==> config.mk <==
export PLATFORM = sky130hd
export DESIGN_NAME = game_timer
export DESIGN_NICKNAME = d
export VERILOG_FILES = /design/src/rtl/game_timer_pkg.sv /design/src/rtl/game_timer_bcd_digit.sv /design/src/rtl/game_timer.sv
export SDC_FILE = /design/constraint.sdc
export NUM_CORES = 1
export LEC_CHECK = 0
export CAP_MARGIN = 20
export CORE_MARGIN = 2
export CORE_UTILIZATION = 59
export DETAILED_ROUTE_END_ITERATION = 10
export PLACE_DENSITY = 0.94
export SYNTH_ARGS = -nofsm -noshare
export SYNTH_HDL_FRONTEND = slang
export SYNTH_HIERARCHICAL = 1
export SYNTH_SLANG_ARGS = --single-unit
==> constraint.sdc <==
create_clock -name clk -period 12.6 [get_ports clk]
set_clock_uncertainty 0.2 [all_clocks]
set_input_delay 3.78 -clock clk [delete_from_list [all_inputs] [get_ports clk]]
set_output_delay 3.78 -clock clk [all_outputs]
set_load 0.1 [all_outputs]
==> src/rtl/game_timer_pkg.sv <==
// Shared types and constants for the level play timer.
package game_timer_pkg;

  typedef enum logic [1:0] {IDLE, RUN, DONE} state_t;

  typedef logic [3:0]  bcd_t;
  typedef logic [15:0] time_bcd_t;

  localparam time_bcd_t TIME_MAX  = 16'h9999;
  localparam time_bcd_t TIME_ZERO = 16'h0000;

  // Packed BCD orders exactly like unsigned binary, so a plain compare suffices.
  function automatic logic time_less(input time_bcd_t a, input time_bcd_t b);
    return a < b;
  endfunction

endpackage

==> src/rtl/game_timer_bcd_digit.sv <==
// One decade (0..9) counter stage of the cascaded BCD time counter.
// clr has priority over inc; carry is combinational from inc and the held digit.
module bcd_digit
  import game_timer_pkg::*;
(
  input  logic clk,
  input  logic rst_n,
  input  logic clr,
  input  logic inc,
  output bcd_t digit,
  output logic carry
);

  always_ff @(posedge clk) begin
    if (!rst_n) begin
      digit <= 4'd0;
    end else if (clr) begin
      digit <= 4'd0;
    end else if (inc) begin
      digit <= (digit == 4'd9) ? 4'd0 : digit + 4'd1;
    end
  end

  assign carry = inc && (digit == 4'd9);

endmodule

==> src/rtl/game_timer.sv <==
// Level play timer in 0.1 s BCD steps with session best tracking.
// Optional macro GAME_TIMER_PAUSE_EN adds a level-sensitive pause input.
module game_timer
  import game_timer_pkg::*;
#(
  parameter int CLK_HZ  = 6250000,
  parameter int TICK_HZ = 10
) (
  input  logic      clk,
  input  logic      rst_n,
  input  logic      start,
  input  logic      stop,
  input  logic      abort,
`ifdef GAME_TIMER_PAUSE_EN
  input  logic      pause,
`endif
  output time_bcd_t time_bcd,
  output time_bcd_t best_bcd,
  output logic      best_valid,
  output logic      new_best,
  output logic      running,
  output logic      done,
  output logic      overflow
);

  localparam int DIV = CLK_HZ / TICK_HZ;
  localparam int PW  = (DIV > 1) ? $clog2(DIV) : 1;

  state_t        state;
  logic [PW-1:0] presc;
  logic          hold;
  logic          in_run;
  logic          tick;
  logic          clr;
  logic          inc0;
  logic [3:1]    carry;
  logic          msd_carry_unused;

`ifdef GAME_TIMER_PAUSE_EN
  assign hold = pause;
`else
  assign hold = 1'b0;
`endif

  assign in_run = (state == RUN);
  assign tick   = in_run && !hold && (presc == PW'(DIV - 1));

  // Digits clear on any start out of IDLE/DONE and on any honoured abort.
  assign clr = ((state == IDLE) && start)
             || ((state == DONE) && (start || abort))
             || (in_run && abort && !stop);

  // A tick coinciding with stop is dropped so the stopped value is final.
  assign inc0 = tick && !stop && (time_bcd != TIME_MAX);

  bcd_digit u_tenths (.clk(clk), .rst_n(rst_n), .clr(clr), .inc(inc0),
                      .digit(time_bcd[3:0]),   .carry(carry[1]));
  bcd_digit u_units  (.clk(clk), .rst_n(rst_n), .clr(clr), .inc(carry[1]),
                      .digit(time_bcd[7:4]),   .carry(carry[2]));
  bcd_digit u_tens   (.clk(clk), .rst_n(rst_n), .clr(clr), .inc(carry[2]),
                      .digit(time_bcd[11:8]),  .carry(carry[3]));
  bcd_digit u_hunds  (.clk(clk), .rst_n(rst_n), .clr(clr), .inc(carry[3]),
                      .digit(time_bcd[15:12]), .carry(msd_carry_unused));

  always_ff @(posedge clk) begin
    if (!rst_n) begin
      state      <= IDLE;
      presc      <= '0;
      best_bcd   <= TIME_MAX;
      best_valid <= 1'b0;
      new_best   <= 1'b0;
      overflow   <= 1'b0;
    end else begin
      case (state)
        IDLE: begin
          if (start) begin
            state    <= RUN;
            presc    <= '0;
            overflow <= 1'b0;
            new_best <= 1'b0;
          end
        end
        RUN: begin
          if (stop) begin
            state <= DONE;
            if (!best_valid || time_less(time_bcd, best_bcd)) begin
              best_bcd   <= time_bcd;
              best_valid <= 1'b1;
              new_best   <= 1'b1;
            end
          end else if (abort) begin
            state    <= IDLE;
            presc    <= '0;
            overflow <= 1'b0;
          end else if (!hold) begin
            presc <= tick ? '0 : presc + PW'(1);
            if (tick && (time_bcd == TIME_MAX)) overflow <= 1'b1;
          end
        end
        DONE: begin
          if (start) begin
            state    <= RUN;
            presc    <= '0;
            overflow <= 1'b0;
            new_best <= 1'b0;
          end else if (abort) begin
            state    <= IDLE;
            overflow <= 1'b0;
            new_best <= 1'b0;
          end
        end
        default: state <= IDLE;
      endcase
    end
  end

  assign running = (state == RUN);
  assign done    = (state == DONE);

endmodule

==> flow_metrics.env <==
export IMPL_hold_path_class="flop to flop"
export IMPL_cts_clk_slew_worst_paths_ns=0.07
export IMPL_die_w_um=75.6
export IMPL_synth_nets=363
export IMPL_detailedPlacementHpwl_um=4890
export IMPL_drt_antenna_violating_nets=0
export IMPL_routed_via_count=2645
export IMPL_finish_utilization_pct=73.8
export IMPL_floorplan_io_pins=42
export IMPL_detail_route_vias_per_cell=5.70
export IMPL_initial_core_util_pct=60.3
export IMPL_share_clk_of_total_power_pct=42.9
export IMPL_dr_pass1_iters=4
export IMPL_first_iter_violations=164
export IMPL_grt_antenna_before_repair=0
export IMPL_buffers_on_ports=41
export IMPL_timing_final_hold_violations=0
export IMPL_worst_slew_margin_rel_pct=33.6
export IMPL_outcome="finished clean"
export IMPL_setup_total_neg_slack_ns=0
export IMPL_number_of_global_route_vias_before_repair=2513
export IMPL_synthToLayoutAreaGrowth_pct=22.4
export IMPL_ctsHoldBuffers=0
export IMPL_n_antenna_cell=0
export IMPL_routed_wire_length_per_instance_um=14.6
export IMPL_power_density_nw_per_um2=113
export IMPL_fp_dieH_um=75.6
export IMPL_cts_repair_resized=0
export IMPL_worst_path_max_fanout=7
export IMPL_worst_skew_pair_late_latency_ns=0.34
export IMPL_timing_final_setup_violations=0
export IMPL_rsz0062_at_grt="no"
export IMPL_cts_tree="done"
export IMPL_worstSetupPathType="input port to flop"
export IMPL_power_ir_vdd_worst_v=0.0000837
export IMPL_post_route_worst_setup_slack_ns=5.06
export IMPL_timing_max_transition_violations_final=0
export IMPL_max_cap_violations=0
export IMPL_internal_power_uw=304
export IMPL_finalPower_uw=420
export IMPL_syn_inst=342
export IMPL_route_final_wire_length_um=6780
export IMPL_fp_coreArea_um2=5010
export IMPL_power_leakage_uw=0.00136
export IMPL_drive_gt1_share_pct=11.2
export IMPL_cts_num_sinks=57
export IMPL_grt_total_usage_pct=26.4
export IMPL_switching_share_pct=27.6
export IMPL_pwr_share_seq_pct=44.3
export IMPL_yosys_warnings=6
export IMPL_tightest_slew_ns=0.993
export IMPL_switchingPower_uw=116
export IMPL_dpl_cell_count=448
export IMPL_globalplace_congestion=0.875
export IMPL_period_share_pct=59.8
export IMPL_grt_start_max_net_pins=17
export IMPL_grt_first_pass_wirelength_um=11300
export IMPL_floorplan_rows=26
export IMPL_synthesis_area_per_instance_um2=8.84
export IMPL_dieArea_um2=5710
export IMPL_cts_root_to_sink_buffers=2
export IMPL_max_clock_freq_ghz=0.133
export IMPL_overflow=0
export IMPL_instances_no_fill=464
export IMPL_worstSetupEndpointType="flop"
export IMPL_dp_worst_setup_slack_ns=4.83
export IMPL_ctsHtreeMaxLevel=3
export IMPL_final_min_clock_period_ns=7.54
export IMPL_cts_made_buffers=9
export IMPL_required_ns=12.68
export IMPL_worst_setup_path_start_kind="input port"
export IMPL_timing_critical_path_arrival_ns=7.62
export IMPL_post_cts_buffers=0
export IMPL_drc_errors=0
export IMPL_root_buffer_master="sky130_fd_sc_hd__clkbuf_8"
export IMPL_synthesis_area_um2=3020
export IMPL_final_net_count=410
export IMPL_power_frac_comb_pct=12.8
-- per-stage QoR --
stage               area [µm²]  hold slack (ns)
floorplan                 3020            0.277
global placement          3480            0.259
detailed placement        3480            0.260
CTS                       3700            0.278
global route              3700            0.304
finish                    3700            0.275
-- registers in the layout (all words and copies together) (netlist names) --
| register | flops |
|---|---|
| best_valid | 1 |
| u_tens/digit | 4 |
| u_tenths/digit | 4 |
| presc | 20 |
| state | 2 |
| overflow | 1 |
| u_hunds/digit | 4 |
| new_best | 1 |
| best_bcd | 16 |
| u_units/digit | 4 |
-- cells in the final DEF, fill, tap and decap left out, types with 2 or more instances in the layout --
master / instances
sky130_fd_sc_hd__dfxtp_1: 57
sky130_fd_sc_hd__nor2_1: 42
sky130_fd_sc_hd__clkdlybuf4s50_1: 41
sky130_fd_sc_hd__inv_1: 28
sky130_fd_sc_hd__nand2_1: 22
sky130_fd_sc_hd__a21oi_1: 18
sky130_fd_sc_hd__o21ai_0: 16
sky130_fd_sc_hd__ha_1: 16
sky130_fd_sc_hd__xnor2_1: 12
sky130_fd_sc_hd__clkbuf_8: 12
sky130_fd_sc_hd__nor2b_1: 9
sky130_fd_sc_hd__nand3_1: 9
sky130_fd_sc_hd__xor2_1: 9
sky130_fd_sc_hd__nor3_1: 8
sky130_fd_sc_hd__o2bb2ai_1: 8
sky130_fd_sc_hd__a2bb2oi_1: 8
sky130_fd_sc_hd__nand4_1: 5
sky130_fd_sc_hd__nand2_2: 5
sky130_fd_sc_hd__nand2b_1: 5
sky130_fd_sc_hd__nor3b_1: 4
sky130_fd_sc_hd__and4b_2: 4
sky130_fd_sc_hd__or3_1: 4
sky130_fd_sc_hd__a21oi_2: 4
sky130_fd_sc_hd__and4_1: 3
sky130_fd_sc_hd__and2_1: 3
sky130_fd_sc_hd__o211a_1: 3
sky130_fd_sc_hd__and3_1: 2
sky130_fd_sc_hd__nor4_1: 2
sky130_fd_sc_hd__nor4b_1: 2
sky130_fd_sc_hd__o2111ai_1: 2
sky130_fd_sc_hd__a31oi_1: 2
sky130_fd_sc_hd__o211ai_1: 2
sky130_fd_sc_hd__clkinvlp_4: 2
-- layer usage --
| metal | global-route usage (%) | wire [µm] |
|---|---|---|
| met1 | 30.2 | 2780 |
| met2 | 46.3 | 3500 |
| met3 | 7.80 | 387 |
| met4 | 10.5 | 110 |
| met5 | 0 | 0 |
-- power groups by stage --
stage	sequential (µW)	combinational, µW	clock (µW)
6_report	186	53.7	180
5_1_grt	186	56.8	190
4_1_cts	186	53.7	184
3_5_place_dp	190	53.5	0
3_3_place_gp	190	53.0	0
2_1_floorplan	210	21.1	0
-- worst max-delay path, cell delays in order --
cell                              delay, ns
sky130_fd_sc_hd__clkdlybuf4s50_1       0.55
sky130_fd_sc_hd__nor4_1                0.72
sky130_fd_sc_hd__nand2_2               0.16
sky130_fd_sc_hd__nor3b_1               0.50
sky130_fd_sc_hd__nand2_2               0.14
sky130_fd_sc_hd__nor3b_1               0.49
sky130_fd_sc_hd__nand2_2               0.14
sky130_fd_sc_hd__nor3b_1               0.52
sky130_fd_sc_hd__nand2_2               0.12
sky130_fd_sc_hd__or3_1                 0.38
sky130_fd_sc_hd__a21oi_2               0.11
-- final timing paths --
kind,start,to,slack (ns),cells after the start
worst max-delay path,stop,u_hunds/digit[1],5.06,11
worst min-delay path,best_bcd[3],best_bcd[3],0.27,2
worst max register to register,presc[0],u_hunds/digit[1],7.92,13
worst min register to register,best_bcd[3],best_bcd[3],0.27,2
-- cell type report --
type	count	area [µm²]
clock inverters	4	50.0
well taps	70	87.6
repair buffers	41	410
multi-input cells	252	1740
flip-flops and latches	57	1140
fillers	396	1310
inverters	28	105
clock buffers	12	165
No activity file was read; power rests on OpenSTA's default activity.
